===== src/rtl/sc_mon_if.sv =====
// Monitor-side bundle for sc_mon: the sampled counter value and control inputs,
// plus the checker's registered status outputs.
// Ports: master drives cnt_in/ctr_rst/clr_err and observes the status; slave is the checker.
interface sc_mon_if #(
    parameter int WIDTH = 3,
    parameter int ERRW  = 8
) ();
    logic [WIDTH-1:0] cnt_in;      // counter's registered output
    logic             ctr_rst;     // counter's clear request
    logic             clr_err;     // clears sticky flag and error count
    logic             err;         // one-cycle violation pulse
    logic             err_sticky;  // latched violation flag
    logic [ERRW-1:0]  err_cnt;     // saturating violation count
    logic             locked;      // tracking (COUNT or HOLD)
    logic             sat;         // tracking at the saturation value

    modport master (
        output cnt_in, ctr_rst, clr_err,
        input  err, err_sticky, err_cnt, locked, sat
    );

    modport slave (
        input  cnt_in, ctr_rst, clr_err,
        output err, err_sticky, err_cnt, locked, sat
    );
endinterface


===== src/rtl/sc_mon.sv =====
// Passive sequence checker for a saturating step counter; predicts each sample and flags violations.
// Latency: all outputs registered, one cycle after the sampled cnt_in/ctr_rst. No input-to-output comb path.
// Backpressure: none; purely observes, never stalls or drives the counter.
// Ports: clk, rst (sync, active-low), mon (sc_mon_if.slave: cnt_in, ctr_rst, clr_err in;
//        err, err_sticky, err_cnt, locked, sat out).
module sc_mon #(
    parameter int WIDTH = 3,
    parameter int MAX   = 5,
    parameter int ERRW  = 8
) (
    input  logic     clk,
    input  logic     rst,
    sc_mon_if.slave  mon
);

    typedef enum logic [1:0] {
        SYNC  = 2'd0,
        COUNT = 2'd1,
        HOLD  = 2'd2
    } state_t;

    localparam logic [WIDTH:0]  MAX_W   = (WIDTH+1)'(MAX);
    localparam logic [ERRW-1:0] ERR_SAT = '1;

    state_t          state;
    logic [WIDTH:0]  exp_q;      // expected cnt_in for the current cycle
    logic            clr_d;      // ctr_rst delayed one cycle
    logic            err_q;
    logic            sticky_q;
    logic [ERRW-1:0] err_cnt_q;
    logic            locked_q;
    logic            sat_q;

    logic [WIDTH:0]  cnt_w;
    logic [WIDTH:0]  cur_exp;
    logic [WIDTH:0]  inc_w;
    logic [WIDTH:0]  load_val;
    logic            match;
    logic            to_hold;
    logic            viol;

    // Prediction arithmetic is one bit wider than the count so the +1 never wraps.
    always_comb begin
        cnt_w    = {1'b0, mon.cnt_in};
        // A clear seen last cycle forces the counter to 0 now, whatever exp holds.
        cur_exp  = clr_d ? '0 : exp_q;
        inc_w    = (cur_exp < MAX_W) ? cur_exp + (WIDTH+1)'(1) : MAX_W;
        match    = (cnt_w == cur_exp);
        // The counter clears on the same edge that samples ctr_rst, so a clear
        // sampled now makes 0 the only legal value next cycle.
        load_val = mon.ctr_rst ? '0 : inc_w;
        to_hold  = (cnt_w == MAX_W) && !mon.ctr_rst && !clr_d;
    end

    always_comb begin
        viol = 1'b0;
        case (state)
            SYNC:        viol = (cnt_w > MAX_W);
            COUNT, HOLD: viol = !match;
            default:     viol = 1'b0;
        endcase
    end

    always_ff @(posedge clk) begin
        if (!rst) begin
            state     <= SYNC;
            exp_q     <= '0;
            clr_d     <= 1'b0;
            err_q     <= 1'b0;
            sticky_q  <= 1'b0;
            err_cnt_q <= '0;
            locked_q  <= 1'b0;
            sat_q     <= 1'b0;
        end else begin
            clr_d <= mon.ctr_rst;
            err_q <= viol;

            case (state)
                SYNC: begin
                    // Only a 0 sample can establish lock; values above MAX are
                    // illegal outright, anything else is waited out silently.
                    if (cnt_w == '0) begin
                        state    <= COUNT;
                        exp_q    <= mon.ctr_rst ? '0 : (WIDTH+1)'(1);
                        locked_q <= 1'b1;
                        sat_q    <= 1'b0;
                    end
                end
                COUNT, HOLD: begin
                    if (match) begin
                        exp_q    <= load_val;
                        locked_q <= 1'b1;
                        if (to_hold) begin
                            state <= HOLD;
                            sat_q <= 1'b1;
                        end else begin
                            state <= COUNT;
                            sat_q <= 1'b0;
                        end
                    end else begin
                        state    <= SYNC;
                        locked_q <= 1'b0;
                        sat_q    <= 1'b0;
                    end
                end
                default: begin
                    state    <= SYNC;
                    locked_q <= 1'b0;
                    sat_q    <= 1'b0;
                end
            endcase

            // A violation in the same cycle as clr_err wins: history restarts at one.
            if (viol) begin
                sticky_q <= 1'b1;
                if (mon.clr_err) begin
                    err_cnt_q <= ERRW'(1);
                end else if (err_cnt_q != ERR_SAT) begin
                    err_cnt_q <= err_cnt_q + ERRW'(1);
                end
            end else if (mon.clr_err) begin
                sticky_q  <= 1'b0;
                err_cnt_q <= '0;
            end
        end
    end

    assign mon.err        = err_q;
    assign mon.err_sticky = sticky_q;
    assign mon.err_cnt    = err_cnt_q;
    assign mon.locked     = locked_q;
    assign mon.sat        = sat_q;

endmodule


===== src/flat_wrapper.sv =====
// flat-port wrapper written by rule: the top's interface ports become plain ports
module sc_mon_flat 
#(
    parameter int WIDTH = 3,
    parameter int MAX   = 5,
    parameter int ERRW  = 8
)
  (clk, rst, mon_cnt_in, mon_ctr_rst, mon_clr_err, mon_err, mon_err_sticky, mon_err_cnt, mon_locked, mon_sat);
  sc_mon_if #(.WIDTH(WIDTH), .ERRW(ERRW)) mon_i ();
  input  logic clk;
  input  logic rst;
  input wire logic [$bits(mon_i.cnt_in)-1:0] mon_cnt_in;
  input wire logic [$bits(mon_i.ctr_rst)-1:0] mon_ctr_rst;
  input wire logic [$bits(mon_i.clr_err)-1:0] mon_clr_err;
  output wire logic [$bits(mon_i.err)-1:0] mon_err;
  output wire logic [$bits(mon_i.err_sticky)-1:0] mon_err_sticky;
  output wire logic [$bits(mon_i.err_cnt)-1:0] mon_err_cnt;
  output wire logic [$bits(mon_i.locked)-1:0] mon_locked;
  output wire logic [$bits(mon_i.sat)-1:0] mon_sat;
  assign mon_i.cnt_in = mon_cnt_in;
  assign mon_i.ctr_rst = mon_ctr_rst;
  assign mon_i.clr_err = mon_clr_err;
  assign mon_err = mon_i.err;
  assign mon_err_sticky = mon_i.err_sticky;
  assign mon_err_cnt = mon_i.err_cnt;
  assign mon_locked = mon_i.locked;
  assign mon_sat = mon_i.sat;
  sc_mon #(.WIDTH(WIDTH), .MAX(MAX), .ERRW(ERRW)) u_core (.clk(clk), .rst(rst), .mon(mon_i));
endmodule

===== config.mk =====
export PLATFORM = sky130hd
export DESIGN_NAME = sc_mon_flat
export DESIGN_NICKNAME = d
export VERILOG_FILES = /design/src/rtl/sc_mon_if.sv /design/src/rtl/sc_mon.sv /design/src/flat_wrapper.sv
export SDC_FILE = /design/constraint.sdc
export NUM_CORES = 1
export LEC_CHECK = 0
export BUFFER_PORTS_ARGS = -buffer_cell sky130_fd_sc_hd__buf_2
export CAP_MARGIN = 15
export CORE_MARGIN = 1.5
export CORE_UTILIZATION = 35
export DETAILED_ROUTE_END_ITERATION = 10
export HOLD_SLACK_MARGIN = 0.06
export PLACE_DENSITY = 0.67
export SLEW_MARGIN = 5
export SYNTH_ARGS = -nofsm -noshare
export SYNTH_HDL_FRONTEND = slang
export SYNTH_SLANG_ARGS = --single-unit

===== constraint.sdc =====
create_clock -name clk -period 2.15 [get_ports clk]
set_clock_uncertainty 0.2 [all_clocks]
set_input_delay 0.43 -clock clk [delete_from_list [all_inputs] [get_ports clk]]
set_output_delay 0.43 -clock clk [all_outputs]
set_load 0.005 [all_outputs]

==> results.txt <==
* Cell with the most instances after synthesis: dfxtp_1
- Worst relative slew slack: 62.4%
- Static timing analysis puts the maximum clock frequency at 482 MHz.
- Max-capacitance violation count: 0
* Leakage power: 0.672 nW
- After technology mapping, the gate count stands at 159.
* Type of element launching the critical path: flip-flop
* Cell chosen for the clock root: clkbuf_8
- Post-Route Setup TNS: 0 ns
- The mapped netlist covers 0.00135 sq mm.
- Quantity of hold-fixing buffers added after cts: 0
* Fin worst setup slack: 0.0755 ns
- In this run the remaining antenna-violating nets after routing total 0.
- 0 antenna diodes ended up in the layout.
- Tightest hold margin: 0.221 ns
- In this run the worst path has a maximum fanout of 5.
- Post-Place Setup Slack: -0.0279 ns
* Asr flop ratio synth: 0%
- Worst slew pin tran: 0.562 ns
- TritonCTS built the clock tree.
- Worst endpoint required time: 2.10 ns
- The core region is 0.00369 sq mm.
* Clock latency on the worst-skew pair: 0.26 ns
- Syn nets: 171
- Clock-pin slew of the registers on the worst-case setup and hold paths: 0.07 ns
* Fraction of layout cells with a size suffix above 1: 31.6%
- Count of TritonRoute iterations in the first routing pass: 4
* Post-DP HPWL: 2730 um
- Sequential area share after synthesis: 28.3%
- Initial core utilization: 36.5%
- The filler cells instantiated in the layout total 407.
* Setup repair after global routing missed its margin: false
- Summed over all layers, the routed wires come to 3470 um.
* Clock sink count: 19
* Vias per inst: 5.51
- Sequential cell area: 380 sq um
* Class of the tightest hold or removal check: in -> reg
* Placement Rows: 22
- Die W: 65.0 um
* Initial antenna violation count: 0
- In this run, synthesis inferred 0 flip-flops with an integrated enable.
* Vias: 1345
- The number of global-route vias before repair came to 1233.
- Crit-path max cell delay: 0.42 ns
* Cell Chain, Critical Path: inv_1, ha_1, buf_4, a31oi_1, a211oi_1, o221a_2
- The detailed router finished its first iteration with 137 violations.
* Setup Buffers After CTS: 0
- For this run, the post-layout net count is 209.
- CTS built an H-tree with a depth of 1.
- Area added between synthesis and finish: 24.7%
- Primary flip-flop cell chosen by synthesis mapping: dfxtp_1
- The flow ran to the end, and the final reports show no timing, DRC or antenna violations.
- Entering global routing, the biggest net connects 12 pins.
- GPL Wtd Cong: 0.895
* Startpoint-to-endpoint class of the critical path: reg -> reg
* Combined area of the multi-input logic cells: 900 sq um
- Counting instances in the post-synthesis netlist gives the leading cell types as 19 x dfxtp_1, 12 x inv_1, 12 x nand2_1.
- Area share of the largest cell type after synthesis: 28.3%
- The clock period could shrink to 2.07 ns.
- Number of distinct library cell variants in the gate-level netlist after synthesis: 52
- Total track usage: 17.9%
- DRC violations left: 0
- The first global-routing pass estimated 5960 um of wire.
* Worst endpoint data arrival time: 2.03 ns
* Total of cells resized after clock tree synthesis: 0
- The worst path uses 96.5% of the clock period.
- Pin placement for this block handled 19 I/O pins.
- Final Hold Violating Endpoints: 0
- The slowest stage of the critical path is the a31oi_1 cell.
* Wire length per cell: 14.2 um
* Peak ir drop on the vdd network: 0.268 mV
- Die extent in y: 65.0 um
* Avg Inst Size Synth: 8.47 sq um
- Full die area: 0.00423 sq mm
- STA classifies the critical path endpoint as a flip-flop.
- The clock passes through at most 2 buffers.
- The completed layout was analyzed and its total power is 0.000845 W.
* Number of endpoints failing setup at the final stage: 0
* Number of pins with negative max-slew slack in the final report: 0
- The synthesized design contains 19 register bits.
- Biggest area contributors in the synthesized netlist: dfxtp_1 28%, o211ai_1 5.6%, ha_1 4.6%
* Most area-hungry cell type in the Yosys netlist: dfxtp_1
* Number of buffer cells added on primary ports: 18
- Summed over all layers, the global routing overflow is 0.
* Yosys warning total: 0
- Clock tree synthesis inserted a total of 3 buffers.
* Pwr/cell area: 503 mW/mm^2
* Post-layout utilization of the core: 45.5%
-- metrics by stage --
| stage | std cells | area, sq um |
|---|---|---|
| 6_report | 244 | 1680 |
| 4_1_cts | 244 | 1670 |
| 2_1_floorplan | 159 | 1350 |
| 5_1_grt | 244 | 1680 |
| 3_3_place_gp | 240 | 1620 |
| 3_5_place_dp | 240 | 1620 |
-- critical path, delay by kind of cell (launching register included) --
family / cells / cell delay (ns)
adder cells (fa/ha/maj): 1 / 0.34
AO/OA/AOI/OAI: 3 / 0.86
buffers and inverters: 2 / 0.23
flip-flops: 1 / 0.33
-- final timing paths --
path,from,to,slack [ns],depth (start not counted)
worst max-delay path,u_core.state[0],u_core.mon.err_cnt[4],0.08,6
worst min-delay path,mon_ctr_rst,u_core.clr_d,0.22,2
worst max register to register,u_core.state[0],u_core.mon.err_cnt[4],0.08,6
worst min register to register,u_core.mon.err_sticky,u_core.mon.err_sticky,0.26,2
-- per-layer routing --
layer / routed length (um) / global-route usage [%] / part of all wire (%) / vias up
met5: 0 / 0 / 0 / -
met4: 53 / 5.47 / 1.5 / 0
met3: 170 / 3.30 / 4.9 / 7
met2: 1610 / 28.9 / 46 / 44
met1: 1640 / 24.1 / 47 / 620
li1: - / - / - / 674
-- flip-flops by register name, indices dropped and copies added, names as in the netlist --
| signal | cells |
|---|---|
| u_core.exp_q | 4 |
| u_core.clr_d | 1 |
| u_core.mon.err | 1 |
| u_core.mon.locked | 1 |
| u_core.mon.sat | 1 |
| u_core.mon.err_cnt | 8 |
| u_core.state | 2 |
| u_core.mon.err_sticky | 1 |
-- cells in the final DEF (no fill, tap or decap), drive strengths merged, types with 3 or more instances in the layout --
cell type  instances
o21a               3
nor2              13
a2111oi            3
buf               39
nand2             12
a21oi              9
ha                 5
o2111ai            3
nor2b              6
and3               4
clkbuf             3
o211ai            10
and2               4
dfxtp             19
nand2b             3
inv               12
o21ai              5
o221a              3
nand3              4
nand4              3
-- area by class of cell --
cell class,instances,share of cell area [%]
multi-input combinational,122,53.6
sequential,19,22.7
timing repair buffer,39,14.8
tap,48,3.58
inverter,12,2.68
clock buffer,3,2.46
clock inverter,1,0.298
-- power breakdown --
group / switching [W] / leakage [nW] / internal, W
Sequential: 0.00000811 / 0.154 / 0.000367
Combinational: 0.000122 / 0.492 / 0.0000942
Clock: 0.000125 / 0.0255 / 0.000129
-- logic make-up (layout without fill, tap and decap cells) --
| group | after synthesis | after routing | synth area share (%) |
|---|---|---|---|
| AOI/OAI and AO/OA | 52 | 52 | 32.0 |
| DFF | 19 | 19 | 28.3 |
| and+or+nand+nor | 61 | 61 | 26.5 |
| xor gates and xnor gates | 2 | 2 | 1.30 |
| adders and majority gates | 5 | 5 | 4.65 |
| buffers and inverters | 18 | 55 | 5.85 |
| muxes | 2 | 2 | 1.49 |
(Power assumes the default switching activity.)
